`src/rtl/orion_pkg.sv`:
```
// ---------------------------------------------------------------------------
// orion_pkg -- constants and helpers shared by the sequence generator, the
// sequence RAM wrapper and the playback stage (oplayback).
//
// Contents:
//   SEQ_ADDR_W / SEQ_DATA_W / SEQ_DEPTH : sequence RAM geometry
//   state_t and ST_* constants          : playback FSM encoding
//   onehot_2to4()                       : 2-bit value to 4-bit one-hot decode
// ---------------------------------------------------------------------------
package orion_pkg;

  localparam int SEQ_ADDR_W = 5;
  localparam int SEQ_DATA_W = 4;
  localparam int SEQ_DEPTH  = 32;

  typedef logic [2:0] state_t;

  localparam state_t ST_IDLE  = 3'd0;
  localparam state_t ST_FETCH = 3'd1;
  localparam state_t ST_LATCH = 3'd2;
  localparam state_t ST_SHOW  = 3'd3;
  localparam state_t ST_GAP   = 3'd4;
  localparam state_t ST_DONE  = 3'd5;

  // Decode a 2-bit value to a 4-bit one-hot pattern (never all-zero).
  function automatic logic [3:0] onehot_2to4(input logic [1:0] sel);
    logic [3:0] res;
    case (sel)
      2'd0:    res = 4'b0001;
      2'd1:    res = 4'b0010;
      2'd2:    res = 4'b0100;
      2'd3:    res = 4'b1000;
      default: res = 4'b0001;
    endcase
    return res;
  endfunction

endpackage

```
`src/rtl/oplay_timer.sv`:
```
// ---------------------------------------------------------------------------
// oplay_timer -- up-counter used for both the SHOW and GAP phases of
// oplayback. The caller supplies the last count value of the current phase;
// `terminal` flags the final cycle of that phase.
//
// Ports:
//   clk, rst  : clock, synchronous active-low reset
//   clear     : force the count to 0 (wins over en)
//   en        : advance the count by one
//   last      : final count value of the running phase (phase length - 1)
//   terminal  : en is high and the count has reached `last`
// ---------------------------------------------------------------------------
module oplay_timer #(
  parameter int CNT_W = 24
) (
  input  logic             clk,
  input  logic             rst,
  input  logic             clear,
  input  logic             en,
  input  logic [CNT_W-1:0] last,
  output logic             terminal
);
  import orion_pkg::*;

  logic [CNT_W-1:0] count_q;
  logic [CNT_W-1:0] count_d;

  // Next-count selection: clear has priority over counting.
  always_comb begin
    count_d = count_q;
    if (clear) begin
      count_d = '0;
    end else if (en) begin
      count_d = count_q + {{(CNT_W-1){1'b0}}, 1'b1};
    end else begin
      count_d = count_q;
    end
  end

  // Count register.
  always_ff @(posedge clk) begin
    if (!rst) begin
      count_q <= '0;
    end else begin
      count_q <= count_d;
    end
  end

  assign terminal = en && (count_q == last);

endmodule

```
`src/rtl/oplayback.sv`:
```
// ---------------------------------------------------------------------------
// oplayback -- plays back the first `length` entries of the sequence RAM on
// the LED output. Each entry is shown for HOLD_CYCLES clocks followed by a
// GAP_CYCLES blank; a one-cycle `done` pulse marks completion.
//
// Ports:
//   clk, rst  : clock, synchronous active-low reset
//   start     : level request to begin playback (honoured only when idle)
//   length    : entries to play, 0..32 (larger values clamp to 32)
//   rd_addr   : sequence RAM read address
//   rd_data   : RAM read data, valid one clock after rd_addr
//   led       : displayed value, 0 when blank
//   busy      : high whenever not idle
//   done      : single-cycle completion pulse
//
// Build option: define OPLAYBACK_ONEHOT_EN to show rd_data[1:0] as a one-hot
// pattern instead of the raw nibble. Timing is identical in both builds.
// ---------------------------------------------------------------------------
module oplayback #(
  parameter int ADDR_W      = orion_pkg::SEQ_ADDR_W,
  parameter int DATA_W      = orion_pkg::SEQ_DATA_W,
  parameter int HOLD_CYCLES = 12500000,
  parameter int GAP_CYCLES  = 2500000,
  parameter int CNT_W       = 24
) (
  input  logic              clk,
  input  logic              rst,
  input  logic              start,
  input  logic [ADDR_W:0]   length,
  output logic [ADDR_W-1:0] rd_addr,
  input  logic [DATA_W-1:0] rd_data,
  output logic [DATA_W-1:0] led,
  output logic              busy,
  output logic              done
);
  import orion_pkg::*;

  // Full RAM depth expressed in the width of `length`.
  localparam logic [ADDR_W:0] LEN_MAX = {1'b1, {ADDR_W{1'b0}}};
  localparam logic [ADDR_W:0] LEN_ONE = {{ADDR_W{1'b0}}, 1'b1};

  state_t            state_q,   state_d;
  logic [ADDR_W-1:0] idx_q,     idx_d;
  logic [ADDR_W-1:0] rd_addr_q, rd_addr_d;
  logic [ADDR_W:0]   len_q,     len_d;
  logic [DATA_W-1:0] led_q,     led_d;
  logic              done_q,    done_d;

  logic              tmr_clear_s;
  logic              tmr_en_s;
  logic              tmr_term_s;
  logic [CNT_W-1:0]  tmr_last_s;
  logic [DATA_W-1:0] disp_s;

  // The same timer serves SHOW and GAP; only its limit changes.
  assign tmr_last_s = (state_q == ST_GAP) ? CNT_W'(GAP_CYCLES - 1)
                                          : CNT_W'(HOLD_CYCLES - 1);

`ifdef OPLAYBACK_ONEHOT_EN
  assign disp_s = DATA_W'(onehot_2to4(rd_data[1:0]));
`else
  assign disp_s = rd_data;
`endif

  oplay_timer #(
    .CNT_W (CNT_W)
  ) u_timer (
    .clk      (clk),
    .rst      (rst),
    .clear    (tmr_clear_s),
    .en       (tmr_en_s),
    .last     (tmr_last_s),
    .terminal (tmr_term_s)
  );

  // Playback FSM next-state and output logic.
  always_comb begin
    state_d     = state_q;
    idx_d       = idx_q;
    rd_addr_d   = rd_addr_q;
    len_d       = len_q;
    led_d       = led_q;
    done_d      = 1'b0;
    tmr_clear_s = 1'b0;
    tmr_en_s    = 1'b0;
    case (state_q)
      ST_IDLE: begin
        if (start) begin
          if (length == '0) begin
            // Nothing to play: report completion immediately.
            state_d = ST_DONE;
            done_d  = 1'b1;
          end else begin
            len_d     = (length > LEN_MAX) ? LEN_MAX : length;
            idx_d     = '0;
            rd_addr_d = '0;
            state_d   = ST_FETCH;
          end
        end else begin
          state_d = ST_IDLE;
        end
      end
      ST_FETCH: begin
        // rd_addr is stable here; the RAM answers during LATCH.
        state_d = ST_LATCH;
      end
      ST_LATCH: begin
        led_d       = disp_s;
        tmr_clear_s = 1'b1;
        state_d     = ST_SHOW;
      end
      ST_SHOW: begin
        tmr_en_s = 1'b1;
        if (tmr_term_s) begin
          led_d       = '0;
          tmr_clear_s = 1'b1;
          state_d     = ST_GAP;
        end else begin
          state_d = ST_SHOW;
        end
      end
      ST_GAP: begin
        tmr_en_s = 1'b1;
        if (tmr_term_s) begin
          tmr_clear_s = 1'b1;
          if ({1'b0, idx_q} == (len_q - LEN_ONE)) begin
            state_d = ST_DONE;
            done_d  = 1'b1;
          end else begin
            idx_d     = idx_q + {{(ADDR_W-1){1'b0}}, 1'b1};
            rd_addr_d = idx_q + {{(ADDR_W-1){1'b0}}, 1'b1};
            state_d   = ST_FETCH;
          end
        end else begin
          state_d = ST_GAP;
        end
      end
      ST_DONE: begin
        rd_addr_d = '0;
        state_d   = ST_IDLE;
      end
      default: begin
        state_d   = ST_IDLE;
        rd_addr_d = '0;
        led_d     = '0;
      end
    endcase
  end

  // State and registered outputs.
  always_ff @(posedge clk) begin
    if (!rst) begin
      state_q   <= ST_IDLE;
      idx_q     <= '0;
      rd_addr_q <= '0;
      len_q     <= '0;
      led_q     <= '0;
      done_q    <= 1'b0;
    end else begin
      state_q   <= state_d;
      idx_q     <= idx_d;
      rd_addr_q <= rd_addr_d;
      len_q     <= len_d;
      led_q     <= led_d;
      done_q    <= done_d;
    end
  end

  assign rd_addr = rd_addr_q;
  assign led     = led_q;
  assign done    = done_q;
  assign busy    = (state_q != ST_IDLE);

endmodule
```
`config.mk`:
```
export PLATFORM = sky130hd
export DESIGN_NAME = oplayback
export DESIGN_NICKNAME = d
export VERILOG_FILES = /design/src/rtl/orion_pkg.sv /design/src/rtl/oplay_timer.sv /design/src/rtl/oplayback.sv
export SDC_FILE = /design/constraint.sdc
export NUM_CORES = 1
export LEC_CHECK = 0
export BUFFER_PORTS_ARGS = -buffer_cell sky130_fd_sc_hd__clkbuf_2
export CORE_MARGIN = 2
export CORE_UTILIZATION = 40
export DETAILED_ROUTE_END_ITERATION = 8
export GPL_TIMING_DRIVEN = 1
export PLACE_DENSITY = 0.6
export SETUP_SLACK_MARGIN = 0.5
export SLEW_MARGIN = 0
export SYNTH_ARGS = -nofsm -noshare
export SYNTH_HDL_FRONTEND = slang
export SYNTH_SLANG_ARGS = --single-unit
```
`constraint.sdc`:
```
create_clock -name clk -period 3 [get_ports clk]
set_input_delay 0.15 -clock clk [delete_from_list [all_inputs] [get_ports clk]]
set_output_delay 0.15 -clock clk [all_outputs]
set_load 0.01 [all_outputs]
```
### After elaboration in Yosys (flattened, before gate mapping)

Index checks and enable logic that the tools add are counted.

| operators by class | value |
|---|---|
| reduce and logical (&&, ||, !) cells | 13 |
| $add $sub $neg | 3 |
| equal/unequal tests | 12 |
| multiplexer cells | 24 |
| $lt $le $gt $ge | 1 |
| bitwise operators | 4 |

Operators with widths:

| cell | number |
|---|---|
| $add A24 B1 Y24 const B | 1 |
| $eq A24 B24 Y1 | 1 |
| $mux W24 | 1 |
| $mux W5 | 4 |
| $mux W3 | 5 |
| $pmux W3 S5 | 1 |
| $pmux W5 S3 | 1 |
| $pmux W4 S3 | 1 |
| $ne A2 B2 Y1 const B | 5 |
| $pmux W5 S2 | 1 |
| $reduce_and A5 Y1 | 2 |
| $eq A3 B2 Y1 const B | 2 |
| $eq A3 B3 Y1 const B | 2 |
| $eq A5 B6 Y1 | 1 |
| $gt A6 B6 Y1 const B | 1 |
| $logic_not A6 Y1 | 1 |
| $mux W1 | 6 |
| $mux W6 | 1 |
| $sub A6 B1 Y6 const B | 1 |
| $add A5 B1 Y5 const B | 1 |
| $mux W4 | 1 |
| $not A1 Y1 | 4 |
| $pmux W1 S2 | 2 |
| $reduce_or A2 Y1 | 2 |
| 9 further kinds | 9 |

| word-level totals | value |
|---|---|
| output and inout port bits | 11 |
| logic and storage cells | 64 |
| register bits | 48 |

### Depth between registers and ports, before layout

Gate-level depths: netlist of run 1.

| logic depth | value |
|---|---|
| depth after elaboration | 7 |
| gate-level depth with buffers | 9 |
| mapped depth without buffers | 8 |

### Modules after synthesis

A second synthesis of run 1 with hierarchy kept.

| unflattened totals | value |
|---|---|
| cells, all modules | 321 |
| area, all modules | 2,726.4 µm² |

Modules (own cells, without submodules):

| module | area each (µm²) | instances | cells each |
|---|---|---|---|
| oplay_timer | 1,465.2 | 1 | 164 |
| oplayback | 1,261.2 | 1 | 157 |

### Least setup slack after synthesis of run 1

No wires, ideal clock.

| path | value |
|---|---|
| path type | register to register |
| start | reg u_timer.count_q[5] |
| end | reg rd_addr_q[4], in the netlist rd_addr[4] |
| data arrival time | 2.392 ns |
| slack | 0.492 ns |
| buffers on the path | 1 |
| cell stages (with the launch flop) | 8 |
| cells stage by stage | dfxtp_1 or4b_1 or4_4 or3_1 a32o_1 buf_6 and3_1 a31o_1 |

| between the ends | value |
|---|---|
| word-level cells in the longest chain between the ends | 4 |

RTL lines:

| item | RTL line | text |
|---|---|---|
| from (decl) | oplay_timer.sv:25 | `logic [CNT_W-1:0] count_q;` |
| from (signal assigned) | oplay_timer.sv:45 | `count_q <= count_d;` |
| $eq A24 B24 Y1 | oplay_timer.sv:49 | `assign terminal = en && (count_q == last);` |
| $logic_and A1 B1 Y1 | oplay_timer.sv:49 |  |
| $ne A2 B2 Y1 (no source line) | -- |  |
| $reduce_and A5 Y1 (no source line) | -- |  |
| to (signal assigned) | oplayback.sv:162 | `rd_addr_q <= rd_addr_d;` |
| to (decl) | oplayback.sv:44 | `logic [ADDR_W-1:0] rd_addr_q, rd_addr_d;` |

No other way between the ends.
A chain may end at the register's enable or synchronous reset.

### Worst setup path in the final report of run 1

| path | value |
|---|---|
| start | reg u_timer.count_q[22] |
| end | reg u_timer.count_q[10] |

| between the ends | value |
|---|---|
| word-level cells in the longest chain between the ends | 5 |

RTL lines:

| item | RTL line | text |
|---|---|---|
| $eq A24 B24 Y1 | oplay_timer.sv:49 |  |
| $logic_and A1 B1 Y1 | oplay_timer.sv:49 |  |
| $mux W1 | oplayback.sv:114, oplayback.sv:124 |  |
| $pmux W1 S2 | oplayback.sv:86 | `case (state_q)` |
| $reduce_or A2 Y1 (no source line) | -- |  |

No other way between the ends.

==> impl_metrics.py, run 1 <==
metrics = {
    "run_status": {
        "status": "complete, no violations",
    },
    "route": {
        "avgRoutedWirePerCell_um": 14.0,
        "drt_iter0_markers": 118,
        "dr_wl_met2_um": 2280,
        "wl_um": 5460,
        "wl_met1_um": 2860,
        "vias": 2047,
        "postRouteAntennaNets": 0,
        "remaining_drc_errors": 0,
        "highest-signal-layer": "met4",
        "viasPerCell": 5.26,
        "firstDrtPassIters": 4,
        "met3_wirelength_um": 247,
    },
    "timing": {
        "rsz0062_at_grt": "yes",
        "final.setup.tns_ps": 0,
        "fin_skew_ps": 6.76,
        "finalHoldViolCount": 0,
        "finalCriticalPeriod_ps": 2590,
        "hold_ws_ps": 53.1,
        "finalSetupViolCount": 0,
        "fmax_mhz": 387,
        "tightest_slew_ps": 566,
        "slew_violations": 0,
        "relSlewSlack_pct": 62.3,
        "fin_crit_sh_pct": 86.2,
    },
    "die": {
        "fp.dieArea_mm2": 0.00673,
        "rows": 28,
        "ios": 24,
        "die_x_um": 82.1,
        "die_y_um": 82.1,
        "coreArea_mm2": 0.00592,
        "start_util_pct": 41.2,
    },
    "cells_and_area": {
        "finalNetCount": 329,
        "regArea_um2": 965,
        "drive_gt1_share_pct": 20.1,
        "fill_cells": 600,
        "finalNonFillerCells": 389,
        "mostFrequentLayoutCells": "45 x dfxtp_1, 40 x nor2_1, 23 x clkbuf_2",
        "diodes": 0,
        "areaGrowthSynthToFinish_pct": 17.5,
        "mostFrequentLayoutCell": "dfxtp_1",
        "multi_input_area_mm2": 0.00143,
    },
    "pwr": {
        "pwr_density_cell_mw_per_mm2": 425,
        "irDropWorstVdd_mv": 0.198,
        "p_leak_uw": 0.00112,
        "finalPower_uw": 1220,
    },
    "clocking": {
        "cts_made_buffers": 5,
        "cts_tree": "done",
        "cts.sinks": 48,
        "clk_pin_slew_ps": 90,
        "htreeDepth": 2,
        "ctsLongestPathBuffers": 2,
        "root_buffer": "clkbuf_8",
        "insertion_delay_ps": 300,
    },
    "global_routing": {
        "track_usage_pct": 16.6,
        "grt_pass1_wl_um": 8480,
        "grt_max_degree": 31,
        "gr-total-overflow": 0,
        "grt_pass1_vias": 1778,
        "antenna_found_initial": 0,
    },
    "worst_setup_path": {
        "rrSetupSlack_ps": 410,
        "r2r-end": "u_timer.count_q[10]$_SDFFE_PP0P_",
        "critPathLaunchType": "flip-flop",
        "rr_worst_depth": 9,
        "r2r-start": "u_timer.count_q[22]$_SDFFE_PP0P_",
        "critPathArrivalTime_ps": 2790,
        "crit_end": "u_timer.count_q[10]$_SDFFE_PP0P_",
        "path_class": "flip-flop to flip-flop",
        "crit_path_start": "u_timer.count_q[22]$_SDFFE_PP0P_",
        "crit_required_ps": 3200,
        "crit_path_end_kind": "flip-flop",
        "crit_fanout": 6,
    },
    "synthesis": {
        "avgSynthCellArea_um2": 8.58,
        "ys_types": 49,
        "ys_seq_area_share_pct": 39.4,
        "synth.ff_latch_count": 48,
        "synth_edf_count": 0,
        "synth-async-reset-ratio_pct": 0,
        "syn-cell-area_mm2": 0.00244,
        "synthFlopType": "dfxtp_1",
        "yosys_warnings": 0,
        "syn_nets": 300,
        "synthCells": 284,
    },
    "placement": {
        "numPortBuffers": 23,
        "place_congestion": 0.805,
        "place_hpwl_um": 3690,
        "dp_cells": 372,
    },
    "job": {
        "drv_cap": 0,
    },
    "worst_hold_path": {
        "min_path_type": "primary input to flip-flop",
    },
}
worst min-delay path by stage:
| stage | startpoint | end | depth (start not counted) |
|---|---|---|---|
| final | rd_data[1] | led[1]$_SDFFE_PN0P_ | 2 |
| after global routing | rd_data[0] | led[0]$_SDFFE_PN0P_ | 2 |
| after CTS | rd_data[2] | led[2]$_SDFFE_PN0P_ | 2 |
| after detailed placement | rd_data[0] | led[0]$_SDFFE_PN0P_ | 2 |
| after global placement | rd_data[3] | led[3]$_SDFFE_PN0P_ | 2 |
| after floorplan | rd_data[0] | led[0]$_SDFFE_PN0P_ | 1 |
cells by family after synthesis:
| family | count (synthesis) | share of synthesized area, % |
|---|---|---|
| flops | 48 | 39.4 |
| mux | 1 | 0.462 |
| simple gates | 133 | 29.3 |
| compound gates | 44 | 13.6 |
| buf+inv | 22 | 3.80 |
| fa+ha+maj | 3 | 1.54 |
| xor+xnor | 33 | 11.9 |
sequential cells by signal, indices dropped and copies added (netlist names):
name and flops:
idx_q 5, u_timer.count_q 24, led 4, done 1, rd_addr 5, len_q 6, state_q 3
through the flow:
stage | cell area [µm²] | setup WS [ps] | utilization (%)
final | 2860 | 415 | 48.4
after global routing | 2860 | 326 | 48.4
after CTS | 2760 | 381 | 46.6
after detailed placement | 2620 | 286 | 44.3
after global placement | 2620 | 333 | 44.3
after floorplan | 2440 | 504 | -
Yosys cell counts (3+ instances only):
master	count	area, µm²
nor3b_1	6	45.0
xor2_1	19	166
clkbuf_1	12	45.0
inv_1	7	26.3
a22o_1	4	35.0
and3b_1	4	35.0
nor2_1	40	150
o311a_1	3	30.0
dfxtp_1	48	961
nand2_1	18	67.6
nand3_1	17	85.1
and4_1	3	26.3
xnor2_1	14	123
a21oi_1	9	45.0
o21a_1	5	37.5
and3_1	8	50.1
or2_2	4	25.0
ha_1	3	37.5
o21ai_0	7	35.0
and2_1	3	18.8
nand4_1	7	43.8
nor2b_1	8	50.1
what timing repair did:
item,CTS,global route
gates cloned,0,2
pin swaps,3,5
gates resized for setup,5,11
setup endpoints to repair,8,33
hold buffers,0,0
buffers inserted,4,3
layer usage:
metal	GRT usage, %	vias to the layer above
li1	-	1055
met1	23.6	940
met2	24.3	46
met3	3.74	6
met4	6.33	0
met5	0	-
where the power goes:
group          switching [µW]  internal, µW  leakage, µW
clock                     216           188    0.0000445
combinational            84.1          70.4     0.000684
sequential               11.3           648     0.000389
final cells by class:
cell class | count | share of cell area [%]
multi-input cells | 214 | 49.8
flip-flops and latches | 48 | 33.7
repair buffers | 37 | 9.00
well taps | 75 | 3.28
clock buffers | 7 | 3.01
inverters | 7 | 0.917
clock inverters | 1 | 0.262
worst max-delay path, cell delays in order (launching register included):
cell       delay (ps)
dfxtp_2           330
or4b_1            500
or4_4             510
or3_4             390
buf_4             140
buf_6             110
a2bb2oi_4         150
nand2_4           140
clkbuf_16         170
nor2_1             40
Power figures use the tool's default switching activity.
==> run 2, diff against run 1 <==
Settings changed: PLACE_DENSITY 0.6 to 0.59, SYNTH_HIERARCHICAL from default to 1.
==> impl_metrics.py, run 2 <==
metrics = {
    "route": {
        "vias": 2333,
        "remaining_drc_errors": 0,
        "postRouteAntennaNets": 0,
        "drt_iter0_markers": 51,
        "viasPerCell": 5.24,
        "avgRoutedWirePerCell_um": 13.2,
        "firstDrtPassIters": 4,
        "wl_um": 5900,
    },
    "global_routing": {
        "track_usage_pct": 16.8,
        "grt_pass1_vias": 2211,
        "gr-total-overflow": 0,
        "antenna_found_initial": 0,
        "grt_max_degree": 16,
        "grt_pass1_wl_um": 10100,
    },
    "synthesis": {
        "ys_types": 58,
        "ys_seq_area_share_pct": 35.2,
        "avgSynthCellArea_um2": 8.49,
        "synth-async-reset-ratio_pct": 0,
        "synth.ff_latch_count": 48,
        "syn-cell-area_mm2": 0.00273,
        "yosysMostFrequentCell": "dfxtp_1",
        "yosys_warnings": 6,
        "synth_edf_count": 0,
        "synth_top_area_cell": "dfxtp_1",
        "synthCells": 321,
        "synthFlopType": "dfxtp_1",
        "ys_top_cells_by_area": "dfxtp_1 35%, xor2_1 7.1%, xnor2_1 6.1%, nor2_1 4.0%, a21oi_1 3.7%",
        "synth.top_cells.by_count": "48 x dfxtp_1, 29 x nor2_1, 25 x nand2_1, 22 x xor2_1, 20 x a21oi_1",
        "synth_top_area_share_pct": 35.2,
    },
    "pwr": {
        "p_leak_uw": 0.00120,
        "irDropWorstVdd_mv": 0.207,
        "pwr_density_cell_mw_per_mm2": 400,
    },
    "worst_setup_path": {
        "worstPathCellList": "nor2_4 > nand2_4 > inv_2 > xor2_1 > nor4_1 > nand3_1 > nor4_4 > nand2b_1 > a31o_2 > nand2b_4 > or4_1 > nand2_1",
        "crit_required_ps": 3260,
        "path_class": "flip-flop to flip-flop",
        "rrSetupSlack_ps": 580,
        "critPathArrivalTime_ps": 2670,
        "critPathLaunchType": "flip-flop",
        "slowest_delay_ps": 510,
        "cpMaxStageDelayCell": "or4_1",
        "crit_path_end_kind": "flip-flop",
        "crit_fanout": 8,
    },
    "timing": {
        "finalSetupViolCount": 0,
        "finalHoldViolCount": 0,
        "slew_violations": 0,
        "fin_skew_ps": 7.57,
        "rsz0062_at_grt": "yes",
        "fmax_mhz": 414,
        "final.setup.tns_ps": 0,
        "hold_ws_ps": 75.8,
        "fin_crit_sh_pct": 80.6,
        "finalCriticalPeriod_ps": 2420,
    },
    "run_status": {
        "status": "complete, no violations",
    },
    "clocking": {
        "cts_made_buffers": 5,
        "cts.sinks": 48,
        "clk_pin_slew_ps": 90,
        "root_buffer": "clkbuf_8",
        "htreeDepth": 2,
        "insertion_delay_ps": 300,
        "cts_hold_buf": 0,
        "cts_tree": "done",
        "ctsLongestPathBuffers": 2,
    },
    "worst_hold_path": {
        "min_path_type": "primary input to flip-flop",
    },
    "cells_and_area": {
        "mostFrequentLayoutCells": "45 x dfxtp_1, 29 x nor2_1, 24 x nand2_1",
        "finalNetCount": 380,
        "largest-register": "u_timer/count_q",
        "diodes": 0,
        "finish.instance_area_mm2": 0.00317,
        "mostFrequentLayoutCell": "dfxtp_1",
        "largest_reg_flops": 24,
        "top_regs": "u_timer/count_q (24), len_q (6)",
        "drive_gt1_share_pct": 21.4,
        "areaGrowthSynthToFinish_pct": 16.2,
    },
    "die": {
        "coreArea_mm2": 0.00668,
        "start_util_pct": 40.8,
        "fp.dieArea_mm2": 0.00749,
        "rows": 30,
        "ios": 24,
        "die_y_um": 86.6,
        "die_x_um": 86.6,
    },
    "placement": {
        "numPortBuffers": 23,
        "dpl-instance-area_mm2": 0.00290,
        "place_hpwl_um": 4200,
        "place_congestion": 0.789,
    },
    "job": {
        "drv_cap": 0,
    },
}
## run 2: logic make-up after synthesis
kind of cell / after synthesis / share of synthesized area [%]
AO/OA/AOI/OAI: 63 / 15.2
XOR/XNOR: 41 / 13.2
adder cells (fa/ha/maj): 3 / 1.38
buffers and inverters: 24 / 6.38
flip-flops: 48 / 35.2
multiplexers: 1 / 0.367
other: 2 / 0.275
AND/OR/NAND/NOR: 139 / 28.0
## run 2: area by class of cell
class / count / area (µm²)
clock inverters: 3 / 42.5
fillers: 682 / 3510
inverters: 8 / 30.0
clock buffers: 5 / 68.8
flip-flops and latches: 48 / 970
well taps: 80 / 100
repair buffers: 38 / 231
multi-input cells: 263 / 1720
## run 2: repair_timing
item | CTS | global route
endpoints found under the hold margin | 0 | 0
setup endpoints to repair | 39 | 38
buffers inserted | 5 | 7
resized for setup | 13 | 7
pin swaps | 5 | 12
## run 2: layer usage
layer,vias to the layer above,track usage (%),wire (µm)
li1,1210,-,-
met1,1087,22.0,2840
met2,30,27.9,2830
met3,6,3.71,155
met4,0,4.69,71
met5,-,0,0
## run 2: final timing paths
check,from,end,cells past startpoint
setup / recovery,state_q[1]$_SDFF_PN0_,u_timer/count_q[16]$_SDFFE_PP0P_,12
hold / removal,rd_data[2],led[2]$_SDFFE_PN0P_,3
setup reg to reg,state_q[1]$_SDFF_PN0_,u_timer/count_q[16]$_SDFFE_PP0P_,12
hold reg to reg,rd_addr[2]$_SDFFE_PN0P_,rd_addr[2]$_SDFFE_PN0P_,2
## run 2: report_power, final
part	switching, µW	internal, µW
combinational	77.3	54.5
sequential	12.0	647
clock	230	247
total	320	948
## run 2: stage by stage
step           cells  setup slack [ps]  power (µW)  util (%)
2_1_floorplan    335               514         758         -
4_1_cts          438               500        1280      46.1
3_5_place_dp     425              44.5         791      43.4
5_1_grt          445               450        1330      47.4
6_report         445               582        1270      47.4
3_3_place_gp     425               150         790      43.4
## run 2: worst max-delay path: cells and delay by family (launching register included)
kind                      cells  cell delay (ps)
DFF                           1              380
AOI/OAI and AO/OA             1              270
xor gates and xnor gates      1              160
and+or+nand+nor               9             1400
buffers and inverters         1              140
